**src/rtl/divisor_4bit.sv**
```systemverilog
// Sequential unsigned restoring divider: one quotient bit per clock, with a
// start/busy/done handshake. Divide-by-zero finishes in one cycle with Q = all ones, R = A.
module divisor_4bit #(
    parameter int unsigned WIDTH = 4
) (
    input  logic             clk,
    input  logic             rst,
    input  logic             start,
    input  logic [WIDTH-1:0] A,
    input  logic [WIDTH-1:0] B,
    output logic             busy,
    output logic             done,
    output logic [WIDTH-1:0] Q,
    output logic [WIDTH-1:0] R,
    output logic             div_zero
);

    localparam int unsigned CntW = (WIDTH > 2) ? $clog2(WIDTH) : 1;
    localparam logic [CntW-1:0] CountLast = CntW'(WIDTH - 1);
    localparam logic [WIDTH+1:0] SumOne = (WIDTH + 2)'(1);

    typedef enum logic [1:0] {
        StIdle,
        StCalc,
        StDone
    } state_e;

    state_e           state_q, state_d;
    logic [WIDTH:0]   p_q, p_d;
    logic [WIDTH-1:0] qsh_q, qsh_d;
    logic [WIDTH-1:0] bq_q, bq_d;
    logic [CntW-1:0]  count_q, count_d;
    logic [WIDTH-1:0] q_q, q_d;
    logic [WIDTH-1:0] r_q, r_d;
    logic             dz_q, dz_d;

    logic [WIDTH:0]   ps;
    logic [WIDTH+1:0] sum;
    logic [WIDTH:0]   trial;
    logic             nb;
    logic [WIDTH:0]   p_next;
    logic [WIDTH-1:0] qsh_next;
    logic             last_calc;
    logic             b_is_zero;

    // ---------------------------------------------------------------- state register
    always_ff @(posedge clk) begin
        if (rst) begin
            state_q <= StIdle;
        end else begin
            state_q <= state_d;
        end
    end

    // ---------------------------------------------------------------- datapath registers
    always_ff @(posedge clk) begin
        if (rst) begin
            p_q     <= '0;
            qsh_q   <= '0;
            bq_q    <= '0;
            count_q <= '0;
            q_q     <= '0;
            r_q     <= '0;
            dz_q    <= 1'b0;
        end else begin
            p_q     <= p_d;
            qsh_q   <= qsh_d;
            bq_q    <= bq_d;
            count_q <= count_d;
            q_q     <= q_d;
            r_q     <= r_d;
            dz_q    <= dz_d;
        end
    end

    // ---------------------------------------------------------------- shift-and-subtract step
    // Subtract as add of inverted divisor with carry-in 1; carry-out set means no borrow.
    always_comb begin
        ps        = {p_q[WIDTH-1:0], qsh_q[WIDTH-1]};
        sum       = {1'b0, ps} + {1'b0, ~{1'b0, bq_q}} + SumOne;
        trial     = sum[WIDTH:0];
        nb        = sum[WIDTH+1];
        p_next    = nb ? trial : ps;
        qsh_next  = {qsh_q[WIDTH-2:0], nb};
        last_calc = (count_q == CountLast);
        b_is_zero = (B == '0);
    end

    // ---------------------------------------------------------------- next-state logic
    always_comb begin
        state_d = state_q;
        unique case (state_q)
            StIdle: begin
                if (start) begin
                    state_d = b_is_zero ? StDone : StCalc;
                end
            end
            StCalc: begin
                if (last_calc) begin
                    state_d = StDone;
                end
            end
            StDone:  state_d = StIdle;
            default: state_d = StIdle;
        endcase
    end

    // ---------------------------------------------------------------- datapath next values
    always_comb begin
        p_d     = p_q;
        qsh_d   = qsh_q;
        bq_d    = bq_q;
        count_d = count_q;
        q_d     = q_q;
        r_d     = r_q;
        dz_d    = dz_q;
        unique case (state_q)
            StIdle: begin
                if (start) begin
                    if (b_is_zero) begin
                        q_d  = '1;
                        r_d  = A;
                        dz_d = 1'b1;
                    end else begin
                        p_d     = '0;
                        qsh_d   = A;
                        bq_d    = B;
                        count_d = '0;
                        dz_d    = 1'b0;
                    end
                end
            end
            StCalc: begin
                p_d     = p_next;
                qsh_d   = qsh_next;
                count_d = count_q + 1'b1;
                // Publish results straight from the final step's next values.
                if (last_calc) begin
                    q_d = qsh_next;
                    r_d = p_next[WIDTH-1:0];
                end
            end
            default: ;
        endcase
    end

    // ---------------------------------------------------------------- outputs
    always_comb begin
        busy     = (state_q != StIdle);
        done     = (state_q == StDone);
        Q        = q_q;
        R        = r_q;
        div_zero = dz_q;
    end

endmodule
```
**config.mk**
```make
export PLATFORM = sky130hd
export DESIGN_NAME = divisor_4bit
export DESIGN_NICKNAME = d
export VERILOG_FILES = /design/src/rtl/divisor_4bit.sv
export SDC_FILE = /design/constraint.sdc
export NUM_CORES = 1
export LEC_CHECK = 0
export ABC_CLOCK_PERIOD_IN_PS = 4410
export BUFFER_PORTS_ARGS = -buffer_cell sky130_fd_sc_hd__buf_4
export CORE_MARGIN = 4
export CORE_UTILIZATION = 60
export CTS_BUF_LIST = sky130_fd_sc_hd__clkbuf_4
export CTS_CLUSTER_SIZE = 30
export DETAILED_ROUTE_END_ITERATION = 16
export HOLD_SLACK_MARGIN = 0.06
export PLACE_DENSITY = 0.85
export SYNTH_ARGS = -nofsm -noshare
export SYNTH_HDL_FRONTEND = slang
export SYNTH_SLANG_ARGS = --single-unit
```
**constraint.sdc**
```tcl
create_clock -name clk -period 4.41 [get_ports clk]
set_clock_uncertainty 0.1 [all_clocks]
set_input_delay 0.882 -clock clk [delete_from_list [all_inputs] [get_ports clk]]
set_output_delay 0.882 -clock clk [all_outputs]
set_load 0.01 [all_outputs]
```
Yosys cells after proc, flatten, opt, wreduce, memory -nomap -nowiden
Index checks and enable logic that the tools add are counted.

$add $sub $neg: 3. Multiply operators: 0. Divide/modulo/power cells: 0. $lt $le $gt $ge: 0. Equality and inequality tests: 7. Shifts and indexed selects: 0. Multiplexer cells: 23. Bitwise logic cells: 2. Reductions and logical operators: 9.

Operators with widths (count): 4-bit two-way mux (11); 4-bit one-hot mux with 2 select lines (4); 2-bit two-way mux (5); 2-bit inequality test (second input constant) (4); 2-bit one-hot mux with 2 select lines (2); 5-bit by 5-bit adder with 6-bit output (1); 6-bit by 1-bit adder with 6-bit output (second input constant) (1); 3-bit AND reduction (2); 4-bit inverter with 5-bit output (1); 2-bit == test (second input constant) (2); 4-bit logical NOT (1); 2-bit AND reduction (2); 4-bit AND reduction (1); 2-bit nonzero test (2); 2-bit by 1-bit adder with 2-bit output (second input constant) (1); 2-bit by 1-bit == test with 1-bit output (second input constant) (1); 2-bit logical NOT (1); 1-bit two-way mux (1); 1-bit inverter (1).

Bits in registers: 25. Latch bits: 0. Bits in writable memories: 0. Memory bits (read-only): 0. Input port bits: 11. Output and inout bits: 11. Logic and storage cells: 52. Memories: 0.

Depth between registers and ports, before layout
Gate-level depths: netlist of run 1.

Depth in word-level cells: 6. Gate-level depth with buffers: 7. Depth with buffers taken out: 7.

Least setup slack after synthesis of run 1
No wires, ideal clock.

Path type: input port to flip-flop. Start point: input B[0]. End point: register qsh_q[0]. Setup time: 0.132 ns. Arrival time: 1.913 ns. Data required time: 4.178 ns. Setup slack: 2.265 ns. Stages on the path: 6. Buffers on the path: 1. Path through: or4_4 > a21oi_2 > or2_1 > buf_4 > a211o_1 > a21oi_1.

Word-level cells in the longest chain between the ends: 3.

RTL lines: from (decl) (RTL line 10) `input logic [WIDTH-1:0] B,`; 4-bit logical NOT (RTL line 86) `b_is_zero = (B == '0);`; 2-bit inequality test (no source line); 3-bit AND reduction (no source line); to (signal assigned) (RTL line 67) `qsh_q <= qsh_d;`; to (decl) (RTL line 30) `logic [WIDTH-1:0] qsh_q, qsh_d;`.

No other way between the ends. A chain may end at the register's enable or synchronous reset.

Worst setup path after layout of run 1
Start point: register bq_q[1]. End point: register r_q[1], in the netlist R[1].

Word-level cells in the longest chain between the ends: 6.

RTL lines: from (decl) (RTL line 31) `logic [WIDTH-1:0] bq_q, bq_d;`; from (signal assigned) (RTL line 68) `bq_q <= bq_d;`; 4-bit inverter with 5-bit output (RTL line 80) `sum = {1'b0, ps} + {1'b0, ~{1'b0, bq_q}} + SumOne;`; 5-bit by 5-bit adder with 6-bit output (RTL line 80); 6-bit by 1-bit adder with 6-bit output (RTL line 80); 4-bit two-way mux (RTL line 83) `p_next = nb ? trial : ps;`; 4-bit two-way mux (RTL line 138) `if (last_calc) begin`; 4-bit one-hot mux with 2 select lines (RTL line 117) `unique case (state_q)`; to (signal assigned) (RTL line 71) `r_q <= r_d;`; to (decl) (RTL line 34) `logic [WIDTH-1:0] r_q, r_d;`.

No other way between the ends. The select of a mux whose other input is x is not followed.

==> run metrics, run 1 <==
Worst-Skew Late Latency=310 ps; Fillers=154; commonest non-fill, non-tap cell in the layout=nor2_1; Tightest Hold Check Type=register to register; DR WL/cell=13.2 um; CTS root buf=clkbuf_4; Setup violations, final=0; Post-Syn Area=0.00123 sq mm; Worst Path Required=4540 ps; measured slew at the worst slew-check pin=716 ps; Fin Setup TNS=0 ps; FFs w/ async S/R, synth=0%; PwrDens=317 mW/mm^2; Total Wirelength=2430 um; most frequent cells in the layout=nor2_1 (29), dfxtp_1 (25), buf_4 (21), nand2_1 (17), a311oi_1 (7); TritonRoute pass-1 iters=4; Initial Utilization=62.8%; Pins Over Slew Limit=0; unique cell type count in the Yosys netlist=38; Worst setup EP type=register; dpl cells=180; Post-Place Worst Slack=1940 ps; Vias/cell=5.65; Seq/Total Area, Yosys=40.6%; Critical R2R Capture=R[1]; Max rail drop VDD=0.000236 V; Num CTS Buffers=3; Synth warnings=0; Layout area overhead=14.2%; status=finished clean; fin cells=184; Final ANT Viol Nets=0; IO buf count=21; hpwl dp=1850 um; Post-Syn Instances=140; first-pass GRT wire length=4100 um; reg2reg path depth=7; EDFF count, synth=0; worst r2r src=bq_q[1]; fin nets=175; chip width=53.3 um; vias in the first global route=1,001; WHS Path Cells=2; leakage=0.000560 uW; GRT overflow=0; Reg area=500 sq um; Post-synth top flop=dfxtp_1; synth top area cells=dfxtp_1 (41%), nor2_1 (8.8%), nand2_1 (5.2%), ha_1 (5.1%), a311oi_1 (5.0%); share of the synthesized area in the top cell type=40.6%; Max Freq=454 MHz; initial antenna violation count=0; Hold EP=div_zero; Min Clock Period, post-route=2200 ps; final period utilization=49.9%; Synth Register Bits=25; row count=16; crit start category=register; # diodes=0; Clock transition at path regs=130 ps; CP arrival=2330 ps; CTS Buffer Depth=2; RD Place Congestion=0.770; Crit. Startpoint=bq_q[1]; Hold Startpoint=div_zero; DRC errors left=0; Total GRT Usage=19.6%; synthesized area per cell=8.80 sq um; RSZ-0062 raised after global routing=no; share of cells above drive strength 1=21.7%; Slew HR=52.2%; WS Path Type=register to register; Starting DRT DRC Count=32; final hold violation count=0; syn nets=157; largest area contributor in the netlist=dfxtp_1; I/O pin count=22; CTS resizes=0; r2r setup slk=2210 ps; largest net degree at the start of global routing=26; Die Y=53.3 um; CTS tree=yes; Core Area=0.00196 sq mm; number of max-cap violations=0; clk sink count=25; multi-input logic area=666 sq um; via count=1,039; slack of the critical path=2210 ps; die area=0.00284 sq mm; postcts setup bufs=0; Post-CTS Hold Buffers=0; CP max FO=5; # H-tree levels=1
==> kinds of logic after synthesis <==
kind of cell | share of synthesized area (%)
flops | 40.6
mux | 4.97
fa+ha+maj | 6.70
compound gates | 17.2
xor+xnor | 0.711
buf+inv | 5.38
simple gates | 24.5
==> power by group <==
part,internal [uW],total (uW),switching (uW)
clock,33.9,98.9,65.0
combinational,43.9,99.2,55.2
sequential,238,248,9.97
total,316,446,130
==> layout make-up <==
type	instances	share of cell area (%)
multi-input combinational	101	47.3
timing repair buffer	21	11.2
inverter	6	1.60
sequential	25	35.6
tap	27	2.40
clock buffer	3	1.60
clock inverter	1	0.356
==> how the worst max path moves through the flow <==
stage	end
after floorplan	qsh_q[0]
after global placement	Q[0]
after detailed placement	R[2]
after CTS	R[1]
after global routing	R[1]
final	R[1]
==> cells in the mapped netlist (2+ instances only) <==
master	number
mux2i_1	5
ha_1	5
a211oi_1	3
nor2b_1	4
inv_1	6
or4_4	2
nand2_1	17
buf_2	2
nor2_1	29
a21oi_1	6
dfxtp_1	25
a311oi_1	7
clkbuf_1	4
==> flip-flops by register name (all words and copies together), names as in the netlist <==
name and count:
R 4, Q 4, div_zero 1, state_q 2, p_q 4, count_q 2, qsh_q 4, bq_q 4
==> per-layer routing <==
layer / up-vias / GRT usage [%] / routed length, um
met5: - / 0 / 0
met4: 0 / 8.51 / 34
met2: 43 / 35.7 / 1190
met1: 471 / 21.3 / 1020
li1: 518 / - / -
met3: 7 / 3.94 / 193
==> worst max-delay path, cell delays in order (launching register included) <==
cell,delay (ps)
dfxtp_1,350
inv_1,70
ha_1,270
nor2b_1,140
o31a_1,290
nor3_4,250
mux2_2,400
a311oi_1,260
==> stage by stage <==
step	power [uW]	instance area [sq um]	hold WS, ps	utilization (%)
2_1_floorplan	326	1230	344	-
3_3_place_gp	348	1380	350	70.3
3_5_place_dp	352	1380	357	70.3
4_1_cts	449	1410	385	71.7
5_1_grt	472	1410	403	71.7
6_report	446	1410	377	71.7
Power figures use the tool's default switching activity.
==> run 2, diff against run 1 <==
Settings changed: ABC_CLOCK_PERIOD_IN_PS 4410 to 2100, CORE_UTILIZATION 60 to 57, PLACE_DENSITY 0.85 to 0.81.
Clock period 4.41 ns to 2.1 ns, I/O delays scaled along.
==> run metrics, run 2 (synthesis results as in run 1) <==
final period utilization=98.6%; via count=1,079; GRT overflow=0; Die Y=54.5 um; Worst Path Required=2230 ps; crit start category=register; Worst-Skew Late Latency=320 ps; Layout area overhead=22.5%; # H-tree levels=1; Pins Over Slew Limit=0; Fin Setup TNS=0 ps; Post-CTS Hold Buffers=0; Worst setup EP type=register; Slew HR=70.8%; die area=0.00297 sq mm; CTS Buffer Depth=2; dpl cells=184; DR WL/cell=14.6 um; leakage=0.000610 uW; Vias/cell=5.68; Num CTS Buffers=3; status=finished clean; fin nets=181; WP buf/inv=1; cell-by-cell trace of the critical path=inv_2, ha_4, nor2b_4, o31a_1, nor3_4, mux2_4, a311oi_2; # diodes=0; Total Wirelength=2770 um; number of max-cap violations=0; row count=16; clk sink count=25; IO buf count=21; Final ANT Viol Nets=0; Total GRT Usage=19.2%; CTS tree=yes; initial antenna violation count=0; Clock transition at path regs=130 ps; first-pass GRT wire length=4080 um; hold slack=261 ps; Final Util=75.4%; most frequent cells in the layout=nor2_1 (29), buf_4 (25), dfxtp_1 (23), nand2_1 (17); Fillers=154; RD Place Congestion=0.817; DRC errors left=0; Worst path slowest cell=dfxtp_2; Max rail drop VDD=0.000398 V; CP max FO=3; Min Clock Period, post-route=2070 ps; Top Family by Delay on Critical Path=compound AO/OA/AOI/OAI gates; vias in the first global route=934; final hold violation count=0; Final Instance Area=0.00151 sq mm; max incr delay on CP=370 ps; fin cells=190; Core Area=0.00200 sq mm; PwrDens=669 mW/mm^2; Starting DRT DRC Count=43; Max Freq=483 MHz; WS Path Type=register to register; TritonRoute pass-1 iters=4; Initial Utilization=61.6%; measured slew at the worst slew-check pin=436 ps; I/O pin count=22; CP arrival=2200 ps; share of cells above drive strength 1=28.8%; hpwl dp=1910 um; commonest non-fill, non-tap cell in the layout=nor2_1; Setup violations, final=0; DP Area=0.00142 sq mm; largest net degree at the start of global routing=26; CTS root buf=clkbuf_4; chip width=54.5 um; Tightest Hold Check Type=primary input to register
[run 2: report_power, final]
part / switching [uW] / internal [uW]
sequential: 21.4 / 501
combinational: 134 / 124
clock: 143 / 87.2
[run 2: layer usage]
layer	track usage, %	wire length [um]	vias up	share of wire (%)
li1	-	-	534	-
met1	23.5	1240	498	45
met2	33.7	1320	41	48
met3	3.27	183	6	6.6
met4	6.22	29	0	1.0
met5	0	0	-	0
[run 2: path summary, 6_finish.rpt]
path | startpoint | endpoint | slack [ps] | cells past startpoint
worst max register to register | bq_q[1] | R[1] | 30 | 7
worst min-delay path | B[3] | bq_q[3] | 260 | 3
worst min register to register | div_zero | div_zero | 380 | 2
worst max-delay path | bq_q[1] | R[1] | 30 | 7
[run 2: timing repair]
action	4_1_cts	5_1_grt
buffers inserted	0	2
resized for setup	1	10
setup endpoints to repair	1	5
pin swaps	0	4
[run 2: worst register-to-register path, delay by kind of cell, from the launching register on]
| family | cells | cell delay (ps) |
|---|---|---|
| AOI/OAI and AO/OA | 2 | 580 |
| and+or+nand+nor | 2 | 350 |
| DFF | 1 | 370 |
| buffers and inverters | 1 | 50 |
| muxes | 1 | 350 |
| adders and majority gates | 1 | 200 |
[run 2: layout make-up]
| type | instances | area [sq um] | share of cell area, % |
|---|---|---|---|
| tap | 27 | 33.8 | 2.24 |
| sequential | 25 | 505 | 33.5 |
| clock buffer | 4 | 30.0 | 1.99 |
| timing repair buffer | 27 | 219 | 14.5 |
| inverter | 6 | 22.5 | 1.49 |
| multi-input combinational | 101 | 699 | 46.3 |
[run 2: metrics by stage]
step	worst slack, ps	power, uW
3_3_place_gp	109	748
3_5_place_dp	32.4	756
6_report	29.8	1010
2_1_floorplan	95.7	685
5_1_grt	-49.6	1060
4_1_cts	15.9	981
==> run 3, diff against run 2 <==
Settings changed: CTS_CLUSTER_SIZE 30 to default, PLACE_DENSITY 0.81 to default, PLACE_DENSITY_LB_ADDON from default to 0.3.
==> run metrics, run 3 (synthesis results as in run 1) <==
Initial Utilization=61.6%; Hold EP=bq_q[2]; IO buf count=21; reg2reg path depth=8; Slew HR=72.2%; Max Freq=494 MHz; internal power=721 uW; Total Wirelength=2740 um; Worst-Skew Late Latency=320 ps; Gate power share=26.6%; max incr delay on CP=360 ps; CTS root buf=clkbuf_4; GRT overflow=0; status=finished clean; DR WL/cell=14.4 um; leakage=0.000612 uW; largest net degree at the start of global routing=26; overall power=1020 uW; Hold Startpoint=B[2]; CTS tree=yes; # H-tree levels=1; share of cells above drive strength 1=29.4%; first-pass GRT wire length=4190 um; commonest non-fill, non-tap cell in the layout=nor2_1; RD Place Congestion=0.854; Starting DRT DRC Count=28; Net Switching=301 uW; Sw Share=29.5%; DRC errors left=0; Total GRT Usage=19.5%; CTS Buffer Depth=2; r2r setup slk=80 ps; number of max-cap violations=0; Core Area=0.00200 sq mm; chip width=54.5 um; CP max FO=4; Die Y=54.5 um; Max rail drop VDD=0.000501 V; Reg area=505 sq um; PwrDens=671 mW/mm^2; Tightest Hold Check Type=primary input to register; most frequent cells in the layout=nor2_1 (29), buf_4 (25), dfxtp_1 (23), nand2_1 (17); measured slew at the worst slew-check pin=411 ps; Layout area overhead=23.6%; Critical R2R Capture=R[2]; Vias/cell=5.62; WS Path Type=register to register; Post-CTS Hold Buffers=0; Worst path slowest cell=dfxtp_2; Clk network pwr share=22.2%; Worst Path Required=2240 ps; row count=16; worst r2r src=bq_q[1]; fin nets=181; multi-input logic area=712 sq um; dpl cells=184; Fillers=160; Final ANT Viol Nets=0; TritonRoute pass-1 iters=4; cell-by-cell trace of the critical path=inv_2, ha_4, nor2b_4, o31a_1, nor3_4, buf_6, o211ai_1, a311oi_1; via count=1,067; # diodes=0; I/O pin count=22; Setup violations, final=0; crit start category=register; Num CTS Buffers=3; fin cells=190; die area=0.00297 sq mm; Clock transition at path regs=130 ps; initial antenna violation count=0; final hold violation count=0; Reg power frac=51.1%; final period utilization=96.4%; Pins Over Slew Limit=0; vias in the first global route=984; clk sink count=25; WHS Path Cells=3; hpwl dp=1950 um; Worst setup EP type=register; CP arrival=2160 ps; Min Clock Period, post-route=2020 ps
## run 3: cell types whose count changed in the layout (fill, tap and decap cells not counted)
cell	delta
mux2i_2	-1
mux2i_4	+1
or4_1	-1
or4_4	+1
## run 3: timing repair
item / CTS / global route
gates resized for setup: 0 / 13
endpoints found under the setup margin: 0 / 6
buffers inserted: 0 / 2
## run 3: worst max-delay path by stage
stage             start   end
6_report        bq_q[1]  R[2]
5_1_grt        qsh_q[3]  R[2]
4_1_cts          p_q[0]  R[3]
3_5_place_dp     p_q[0]  R[3]
3_3_place_gp    bq_q[1]  R[3]
2_1_floorplan   bq_q[1]  R[1]
## run 3: power by group through the flow
stage,Sequential [uW],Clock (uW),Combinational (uW)
3_5_place_dp,531,0,227
4_1_cts,521,228,229
6_report,522,227,272
3_3_place_gp,530,0,216
2_1_floorplan,529,0,156
5_1_grt,525,252,298
## run 3: layout make-up
| type | instances | share of cell area (%) |
|---|---|---|
| inverter | 6 | 1.48 |
| timing repair buffer | 27 | 14.4 |
| sequential | 25 | 33.2 |
| multi-input combinational | 101 | 46.8 |
| tap | 27 | 2.22 |
| clock buffer | 4 | 1.97 |
## run 3: layer usage
| metal | GRT usage [%] | wire length, um |
|---|---|---|
| met1 | 22.4 | 1160 |
| met2 | 35.3 | 1340 |
| met3 | 3.00 | 187 |
| met4 | 8.71 | 48 |
| met5 | 0 | 0 |
## run 3: through the flow
stage	setup TNS (ps)	area, sq um	util [%]	setup slack [ps]	hold WS [ps]
5_1_grt	-59.8	1520	76.1	-36.5	276
2_1_floorplan	0	1230	-	95.7	344
6_report	0	1520	76.1	75.1	260
3_3_place_gp	0	1420	71.1	112	347
4_1_cts	0	1450	72.6	11.7	265
3_5_place_dp	0	1420	71.1	46.8	361
## run 3: worst max-delay path, delay by kind of cell, from the launching register on
family	cells	cell delay [ps]
compound gates	3	730
flops	1	360
simple gates	2	350
buf+inv	2	200
fa+ha+maj	1	200
